## src/rtl/exa_crosb_vc_out_arbiter.sv

```systemverilog
// ---------------------------------------------------------------------------
// exa_crosb_vc_out_arbiter
//
// Per-output arbiter for the crossbar. Picks one of NUM_IN competing inputs
// and holds that grant for a whole packet. Within each priority class it uses
// a separate round-robin pointer. It also tracks downstream credits for every
// virtual channel on the output link.
//
// Ports
//   Clk, Reset      clock, synchronous active-high reset
//   i_req           per-input request (routed header targets this output)
//   i_prio          per-input priority, 1 = high
//   i_vc            per-input requested VC, input n at [n*VC_W +: VC_W]
//   i_beat          one flit moved on the output this cycle
//   i_last          that flit is the packet's last (qualified by i_beat)
//   i_cred_ret      one credit returned per VC bit
//   o_grant         registered one-hot grant, zero when idle
//   o_grant_vc      VC of the granted packet, zero when idle
//   o_flow_ok       granted VC has at least one credit
//   o_cred          credit count per VC, VC v at [v*CRED_W +: CRED_W]
//   o_cred_err      sticky credit overflow/underflow flag
// ---------------------------------------------------------------------------
module exa_crosb_vc_out_arbiter #(
    parameter int NUM_IN   = 4,
    parameter int NUM_VC   = 2,
    parameter int MAX_CRED = 8,
    parameter int VC_W     = 1,
    localparam int CRED_W  = $clog2(MAX_CRED + 1)
) (
    input  logic                     Clk,
    input  logic                     Reset,
    input  logic [NUM_IN-1:0]        i_req,
    input  logic [NUM_IN-1:0]        i_prio,
    input  logic [NUM_IN*VC_W-1:0]   i_vc,
    input  logic                     i_beat,
    input  logic                     i_last,
    input  logic [NUM_VC-1:0]        i_cred_ret,
    output logic [NUM_IN-1:0]        o_grant,
    output logic [VC_W-1:0]          o_grant_vc,
    output logic                     o_flow_ok,
    output logic [NUM_VC*CRED_W-1:0] o_cred,
    output logic                     o_cred_err
);

    localparam int PTR_W = (NUM_IN > 1) ? $clog2(NUM_IN) : 1;

    typedef enum logic {
        ST_IDLE,
        ST_LOCKED
    } state_t;

    state_t            state_q, state_d;
    logic [NUM_IN-1:0] grant_q, grant_d;
    logic [VC_W-1:0]   grant_vc_q, grant_vc_d;
    logic [PTR_W-1:0]  rr_hi_q, rr_hi_d;
    logic [PTR_W-1:0]  rr_lo_q, rr_lo_d;
    logic [CRED_W-1:0] cred_q [NUM_VC];
    logic [CRED_W-1:0] cred_d [NUM_VC];
    logic              cred_err_q, cred_err_d;

    logic [NUM_IN-1:0] elig;
    logic [NUM_IN-1:0] elig_hi;
    logic              use_hi;
    logic              win_found;
    logic [PTR_W-1:0]  win_idx;
    logic [VC_W-1:0]   win_vc;
    logic [PTR_W-1:0]  next_ptr;

    // A request is only eligible if its VC exists and that VC has credit;
    // an out-of-range VC never matches any counter and so stays ineligible.
    always_comb begin
        logic [VC_W-1:0] vc_n;
        logic            has_cred;
        elig = '0;
        for (int n = 0; n < NUM_IN; n++) begin
            vc_n     = i_vc[n*VC_W +: VC_W];
            has_cred = 1'b0;
            for (int v = 0; v < NUM_VC; v++) begin
                if (int'(vc_n) == v && cred_q[v] != '0) begin
                    has_cred = 1'b1;
                end
            end
            elig[n] = i_req[n] & has_cred;
        end
    end

    // High-priority requesters shadow low-priority ones entirely; each class
    // searches upward from its own pointer with wraparound.
    always_comb begin
        logic [NUM_IN-1:0] cand;
        logic [PTR_W-1:0]  idx_p;
        int                ptr;
        elig_hi   = elig & i_prio;
        use_hi    = |elig_hi;
        cand      = use_hi ? elig_hi : elig;
        ptr       = use_hi ? int'(rr_hi_q) : int'(rr_lo_q);
        win_found = 1'b0;
        win_idx   = '0;
        for (int k = 0; k < NUM_IN; k++) begin
            idx_p = PTR_W'((ptr + k) % NUM_IN);
            if (!win_found && cand[idx_p]) begin
                win_found = 1'b1;
                win_idx   = idx_p;
            end
        end
        win_vc   = i_vc[int'(win_idx)*VC_W +: VC_W];
        next_ptr = PTR_W'((int'(win_idx) + 1) % NUM_IN);
    end

    always_comb begin
        state_d    = state_q;
        grant_d    = grant_q;
        grant_vc_d = grant_vc_q;
        rr_hi_d    = rr_hi_q;
        rr_lo_d    = rr_lo_q;
        case (state_q)
            ST_IDLE: begin
                if (win_found) begin
                    state_d          = ST_LOCKED;
                    grant_d          = '0;
                    grant_d[win_idx] = 1'b1;
                    grant_vc_d       = win_vc;
                    if (use_hi) begin
                        rr_hi_d = next_ptr;
                    end else begin
                        rr_lo_d = next_ptr;
                    end
                end
            end
            ST_LOCKED: begin
                if (i_beat && i_last) begin
                    state_d    = ST_IDLE;
                    grant_d    = '0;
                    grant_vc_d = '0;
                end
            end
            default: begin
                state_d    = ST_IDLE;
                grant_d    = '0;
                grant_vc_d = '0;
            end
        endcase
    end

    // Return and consume on the same VC cancel out. Saturating at either end
    // keeps the counter meaningful and records the protocol violation.
    always_comb begin
        logic ret;
        logic con;
        cred_err_d = cred_err_q;
        for (int v = 0; v < NUM_VC; v++) begin
            ret       = i_cred_ret[v];
            con       = (state_q == ST_LOCKED) && i_beat && (int'(grant_vc_q) == v);
            cred_d[v] = cred_q[v];
            if (ret && !con) begin
                if (cred_q[v] == CRED_W'(MAX_CRED)) begin
                    cred_err_d = 1'b1;
                end else begin
                    cred_d[v] = cred_q[v] + 1'b1;
                end
            end else if (con && !ret) begin
                if (cred_q[v] == '0) begin
                    cred_err_d = 1'b1;
                end else begin
                    cred_d[v] = cred_q[v] - 1'b1;
                end
            end
        end
    end

    always_ff @(posedge Clk) begin
        if (Reset) begin
            state_q    <= ST_IDLE;
            grant_q    <= '0;
            grant_vc_q <= '0;
            rr_hi_q    <= '0;
            rr_lo_q    <= '0;
            cred_err_q <= 1'b0;
            for (int v = 0; v < NUM_VC; v++) begin
                cred_q[v] <= CRED_W'(MAX_CRED);
            end
        end else begin
            state_q    <= state_d;
            grant_q    <= grant_d;
            grant_vc_q <= grant_vc_d;
            rr_hi_q    <= rr_hi_d;
            rr_lo_q    <= rr_lo_d;
            cred_err_q <= cred_err_d;
            for (int v = 0; v < NUM_VC; v++) begin
                cred_q[v] <= cred_d[v];
            end
        end
    end

    always_comb begin
        o_flow_ok = 1'b0;
        o_cred    = '0;
        for (int v = 0; v < NUM_VC; v++) begin
            o_cred[v*CRED_W +: CRED_W] = cred_q[v];
            if (state_q == ST_LOCKED && int'(grant_vc_q) == v && cred_q[v] != '0) begin
                o_flow_ok = 1'b1;
            end
        end
    end

    assign o_grant    = grant_q;
    assign o_grant_vc = grant_vc_q;
    assign o_cred_err = cred_err_q;

endmodule

```

## config.mk

```make
export PLATFORM = sky130hd
export DESIGN_NAME = exa_crosb_vc_out_arbiter
export DESIGN_NICKNAME = d
export VERILOG_FILES = /design/src/rtl/exa_crosb_vc_out_arbiter.sv
export SDC_FILE = /design/constraint.sdc
export NUM_CORES = 1
export LEC_CHECK = 0
export ABC_AREA = 0
export CORE_ASPECT_RATIO = 1.4
export CORE_MARGIN = 1.5
export CORE_UTILIZATION = 45
export DETAILED_ROUTE_END_ITERATION = 6
export PLACE_DENSITY = 0.71
export SYNTH_ARGS = -nofsm -noshare
export SYNTH_HDL_FRONTEND = slang
export SYNTH_SLANG_ARGS = --single-unit
```

## constraint.sdc

```tcl
create_clock -name Clk -period 7.55 [get_ports Clk]
set_input_delay 0.755 -clock Clk [delete_from_list [all_inputs] [get_ports Clk]]
set_output_delay 0.755 -clock Clk [all_outputs]
set_load 0.02 [all_outputs]
```

==> results of run 1 <==
synthesized netlist by cell type, types with 4 or more instances:
cell type  count
dfxtp_1       19
a21oi_1       19
nor2_1        17
ha_1           8
inv_1         11
nand2_1       20
a211oi_1       5
xnor2_1        7
nor3_1         4
nand3_1       16
o21ai_0        9
final timing paths:
check / start / endpoint / slack, ps / cells after the start
max: i_vc[0] / o_grant[1] / 4330 / 10
min: rr_hi_q[1] / rr_hi_q[1] / 480 / 2
max reg2reg: cred_q[0][2] / o_grant[1] / 4600 / 9
min reg2reg: rr_hi_q[1] / rr_hi_q[1] / 480 / 2
per-stage QoR:
step                      setup WS [ps]  utilization (%)
final                              4330             59.4
after global routing               4120             59.4
after CTS                          4350             59.4
after detailed placement           4090             58.1
after global placement             4110             58.1
after floorplan                    4850                -
state kept, by name, summed over array words and instances, names as in the netlist:
| signal | flops |
|---|---|
| o_cred_err | 1 |
| o_grant | 4 |
| state_q | 1 |
| rr_hi_q | 2 |
| rr_lo_q | 2 |
| cred_q | 8 |
| o_grant_vc | 1 |
power groups by stage:
stage | sequential (W) | clock [W] | combinational [W]
after detailed placement | 0.000172 | 0 | 0.000319
after global routing | 0.000176 | 0.0000753 | 0.000357
after floorplan | 0.000189 | 0 | 0.000200
after CTS | 0.000171 | 0.0000718 | 0.000321
after global placement | 0.000173 | 0 | 0.000316
final | 0.000170 | 0.0000697 | 0.000320
cell type report:
type                    instances  area [um^2]
flip-flops and latches         19          380
well taps                      40         50.0
clock buffers                   4         45.0
multi-input cells             172         1210
repair buffers                 32          320
inverters                      11         41.3
fillers                       330         1400
worst min-delay path, stage by stage, from the launching register on:
cell and delay, ps:
dfxtp_1 330, nand2_1 60, a21oi_1 60
cells by family (layout without fill, tap and decap cells):
logic type	after synthesis	count (layout)	synth area share, %
AOI/OAI and AO/OA	65	65	29.2
adders and majority gates	10	10	8.49
buffers and inverters	15	47	3.86
and+or+nand+nor	87	87	29.8
DFF	19	19	23.0
muxes	3	3	1.82
xor gates and xnor gates	7	7	3.71
cell usage in the layout, fill, tap and decap left out, types with 2 or more instances in the layout:
| master | netlist | routed |
|---|---|---|
| clkdlybuf4s50_1 | 0 | 32 |
| nor2_1 | 17 | 17 |
| o31ai_4 | 2 | 2 |
| or4_4 | 2 | 2 |
| dfxtp_1 | 19 | 19 |
| xnor2_1 | 7 | 7 |
| nand3_1 | 16 | 16 |
| nand2b_1 | 3 | 3 |
| a21oi_1 | 19 | 19 |
| a211oi_1 | 5 | 5 |
| inv_1 | 11 | 11 |
| mux2i_1 | 3 | 3 |
| or2_2 | 2 | 2 |
| nand2_1 | 20 | 20 |
| o22ai_1 | 2 | 2 |
| ha_1 | 8 | 8 |
| fa_1 | 2 | 2 |
| nor2_2 | 2 | 2 |
| nor3_1 | 4 | 4 |
| o21ai_0 | 9 | 9 |
| o21ai_1 | 2 | 2 |
| nand3b_1 | 3 | 3 |
| o21bai_1 | 2 | 2 |
| clkbuf_8 | 0 | 3 |
| nand4_1 | 2 | 2 |
| a21o_1 | 2 | 2 |
| nor2b_1 | 2 | 2 |
| and3_1 | 2 | 2 |
per-layer routing:
layer / wire, um / part of all wire, % / vias up
met3: 152 / 3.6 / 14
met1: 1850 / 43 / 800
met5: 0 / 0 / -
li1: - / - / 829
met4: 172 / 4.0 / 0
met2: 2090 / 49 / 44
==> results.ini, run 1 <==
[die]
die_area_um2 = 4050
core_um2 = 3440
rows = 25
dieWidth_um = 54.2
initial_core_util_pct = 48.0
io_pins = 33
die_y_um = 74.7

[sta]
fin_crit_sh_pct = 42.7
min_period_ps = 3220
clock_skew_ps = 1.71
rsz0062_at_grt = false
tightest_slew_ps = 741
drv_slew = 0
hold_viol_final = 0
setup_violations = 0
holdWs_ps = 485
fin_setup_tns_ps = 0
max_freq_mhz = 310
slew_headroom_pct = 50.5

[critical_path]
worstSetupEndpointType = flip-flop
cp.arrival_ps = 3400
crit_chain = clkdlybuf4s50_1 > nand3b_1 > a21oi_1 > or2_1 > o21ai_0 > a21oi_1 > o211a_2 > nor2_2 > or3_1 > a21oi_2
crit_family = compound AO/OA/AOI/OAI gates
critPathLaunchType = input port
path_class = in2reg
cpMostUsedCell = a21oi_1
crit_buf_inv = 1
required_ps = 7730
slowest_delay_ps = 530
cp_slowest_cell = a21oi_1
crit_fanout = 5

[synth]
synth_seq_area_share_pct = 23.0
synth_edf_count = 0
synth_cell_types = 62
ys.flop_type = dfxtp_1
ys_ff_latch = 19
synth.avg_cell_area_um2 = 8.02
ys_async_sr_fraction_pct = 0
syn_inst = 206
yosys.area.top_type_share_pct = 23.0
synth.area.top_cells = dfxtp_1 (23%), ha_1 (6.1%), a21oi_1 (5.8%)
syn-cell-area_um2 = 1650
yosys.area.top_type = dfxtp_1
synth_warnings = 0
synth_nets = 234

[run]
max_cap_viol_count = 0

[cells_and_area]
nNetsFinal = 267
antenna_cells = 0
final_cells = 278
area_growth_pct = 23.8
drive_gt1_share_pct = 10.1
stdcell_area_um2 = 2040

[cts]
clkTransAtPathRegs_ps = 70
clock_sinks = 19
postCtsHoldBufs = 0
cts_setup_buffers = 0
cts_buffers = 3
cts-root-buf = clkbuf_8
cts_buffer_depth = 2
clock_latency_ps = 250
h-tree-depth = 1
cts_resized = 0
cts_tree = done

[min_path]
hold_class = reg2reg

[global_route]
grt_pass1_vias = 1586
top_usage_layer = met2
grt_pass1_wl_um = 7150
grt_use_total_pct = 23.7
met3_usage_pct = 1.98
met2_usage_pct = 39.2
use_met1_pct = 29.3
antenna_found_initial = 0
overflow = 0
grt_max_degree = 21

[pwr]
finalPower_w = 0.000560
powerDensity_nw_per_um2 = 274
switchingPower_w = 0.000249
p_leak_nw = 0.831
power_frac_clock_pct = 12.4
irDropWorstVdd_mv = 0.188
swShare_pct = 44.5
internal_power_w = 0.000311
combinationalPowerShare_pct = 57.2
seq_power_share_pct = 30.4

[place]
dp_cells = 274
port_buffers = 32
gp_congestion = 0.832
hpwl_um = 3330
dpl_cell_area_um2 = 2000

[route]
avgRoutedWirePerCell_um = 15.3
vias = 1687
firstDrtPassIters = 4
routed_wl_um = 4260
remaining_drc_errors = 0
drt_iter0_drc = 66
ant_nets = 0
via_per_inst = 6.07

[run_status]
status = completed

No activity file was read; power rests on OpenSTA's default activity.
==> inputs of run 2 (changes only) <==
==> constraint.sdc (replaced) <==
create_clock -name Clk -period 3.23 [get_ports Clk]
set_input_delay 0.323 -clock Clk [delete_from_list [all_inputs] [get_ports Clk]]
set_output_delay 0.323 -clock Clk [all_outputs]
set_load 0.02 [all_outputs]
==> results.ini, run 2 (same netlist as run 1, synthesis figures left out) <==
[route]
firstDrtPassIters = 4
avgRoutedWirePerCell_um = 15.1
vias = 1658
drt_iter0_drc = 44
ant_nets = 0
routed_wl_um = 4230
remaining_drc_errors = 0
via_per_inst = 5.92

[run]
max_cap_viol_count = 0

[place]
hpwl_um = 3340
gp_congestion = 0.902
dp_cells = 276
port_buffers = 32

[die]
initial_core_util_pct = 48.0
die_area_um2 = 4050
dieWidth_um = 54.2
core_um2 = 3440
io_pins = 33
rows = 25
die_y_um = 74.7

[cts]
cts_tree = done
h-tree-depth = 1
clkTransAtPathRegs_ps = 70
cts_setup_buffers = 0
cts_buffer_depth = 2
cts_resized = 0
clock_sinks = 19
cts_buffers = 3
clock_latency_ps = 250
postCtsHoldBufs = 0
cts-root-buf = clkbuf_8

[critical_path]
reg2reg_to = o_grant[1]
critPathLaunchType = flip-flop
path_class = reg2reg
worstSetupEndpointType = flip-flop
slowest_delay_ps = 510
crit_buf_inv = 0
required_ps = 3410
cp_slowest_cell = nor4_4
cp.arrival_ps = 3070
crit_chain = nor4_4 > o22ai_1 > o31ai_1 > o2bb2ai_2 > o21ai_1 > o31ai_4 > nor2_2 > or3_1 > a21oi_2
crit_family = compound AO/OA/AOI/OAI gates
reg2reg_slack_ps = 340
ff2ff_path_depth = 9
crit_fanout = 7
cp-startpoint = cred_q[0][4]
reg2reg_from = cred_q[0][4]

[cells_and_area]
final_cells = 280
antenna_cells = 0
n_fill_cell = 339
largest_reg_flops = 8
final_cell_mix = clkdlybuf4s50_1 (32), nand2_1 (20), a21oi_1 (19), dfxtp_1 (19), nor2_1 (17)
multiInputGateArea_um2 = 1210
drive_gt1_share_pct = 11.3
layout.area.seq_um2 = 380
area_growth_pct = 24.8
mostFrequentLayoutCell = clkdlybuf4s50_1
nNetsFinal = 269
largest-register = cred_q

[sta]
max_freq_mhz = 346
slew_headroom_pct = 52.3
drv_slew = 0
clock_skew_ps = 3.69
hold_viol_final = 0
tightest_slew_ps = 713
fin_setup_tns_ps = 0
min_period_ps = 2890
setup_violations = 0
fin_crit_sh_pct = 89.5
rsz0062_at_grt = false

[min_path]
hold_end = rr_hi_q[1]
hold_depth = 2
min_from = rr_hi_q[1]
hold_class = reg2reg

[global_route]
grt_use_total_pct = 23.3
antenna_found_initial = 0
grt_pass1_vias = 1521
overflow = 0
grt_max_degree = 21
grt_pass1_wl_um = 6950

[pwr]
powerDensity_nw_per_um2 = 637
irDropWorstVdd_mv = 0.391
p_leak_nw = 0.844

[run_status]
status = completed

-- run 2: cell count changes in the layout (fill, tap and decap cells not counted), sizes merged --
cell and delta:
buf +2, clkbuf -1, clkinv +1
-- run 2: through the flow --
step	cell area (um^2)	util, %	hold WS [ps]	setup WS [ps]	total power (W)
floorplan	1650	-	442	643	0.000909
global placement	2010	58.5	466	165	0.00115
detailed placement	2010	58.5	470	146	0.00115
CTS	2060	59.9	482	399	0.00132
global route	2060	59.9	492	100	0.00141
finish	2060	59.9	488	340	0.00131
-- run 2: cell type report --
class,count,area share [%]
Tap cell,40,2.43
Clock inverter,1,0.243
Timing Repair Buffer,34,16.3
Clock buffer,3,2.00
Inverter,11,2.00
Multi-Input combinational cell,172,58.6
Sequential cell,19,18.5
-- run 2: tightest hold or removal path, cell delays in order (launching register included) --
cell and delay, ps:
dfxtp_1 330, nand2_1 60, a21oi_1 60
-- run 2: worst max-delay path by stage --
stage,endpoint,slack (ps),depth (start not counted)
floorplan,o_grant_vc,640,10
global placement,o_grant[3],170,10
detailed placement,o_grant[3],150,10
CTS,o_grant[1],400,9
global route,o_grant[3],100,10
finish,o_grant[1],340,9
-- run 2: routing by layer --
| metal | wire, um | up-vias | global-route usage, % |
|---|---|---|---|
| li1 | - | 830 | - |
| met1 | 1750 | 773 | 29.1 |
| met2 | 2180 | 46 | 39.5 |
| met3 | 179 | 9 | 2.18 |
| met4 | 116 | 0 | 11.1 |
| met5 | 0 | - | 0 |
-- run 2: power breakdown --
group          internal [W]  total (W)  switching, W
Combinational      0.000348   0.000748      0.000400
Clock             0.0000856   0.000163     0.0000776
Sequential         0.000296   0.000401      0.000105
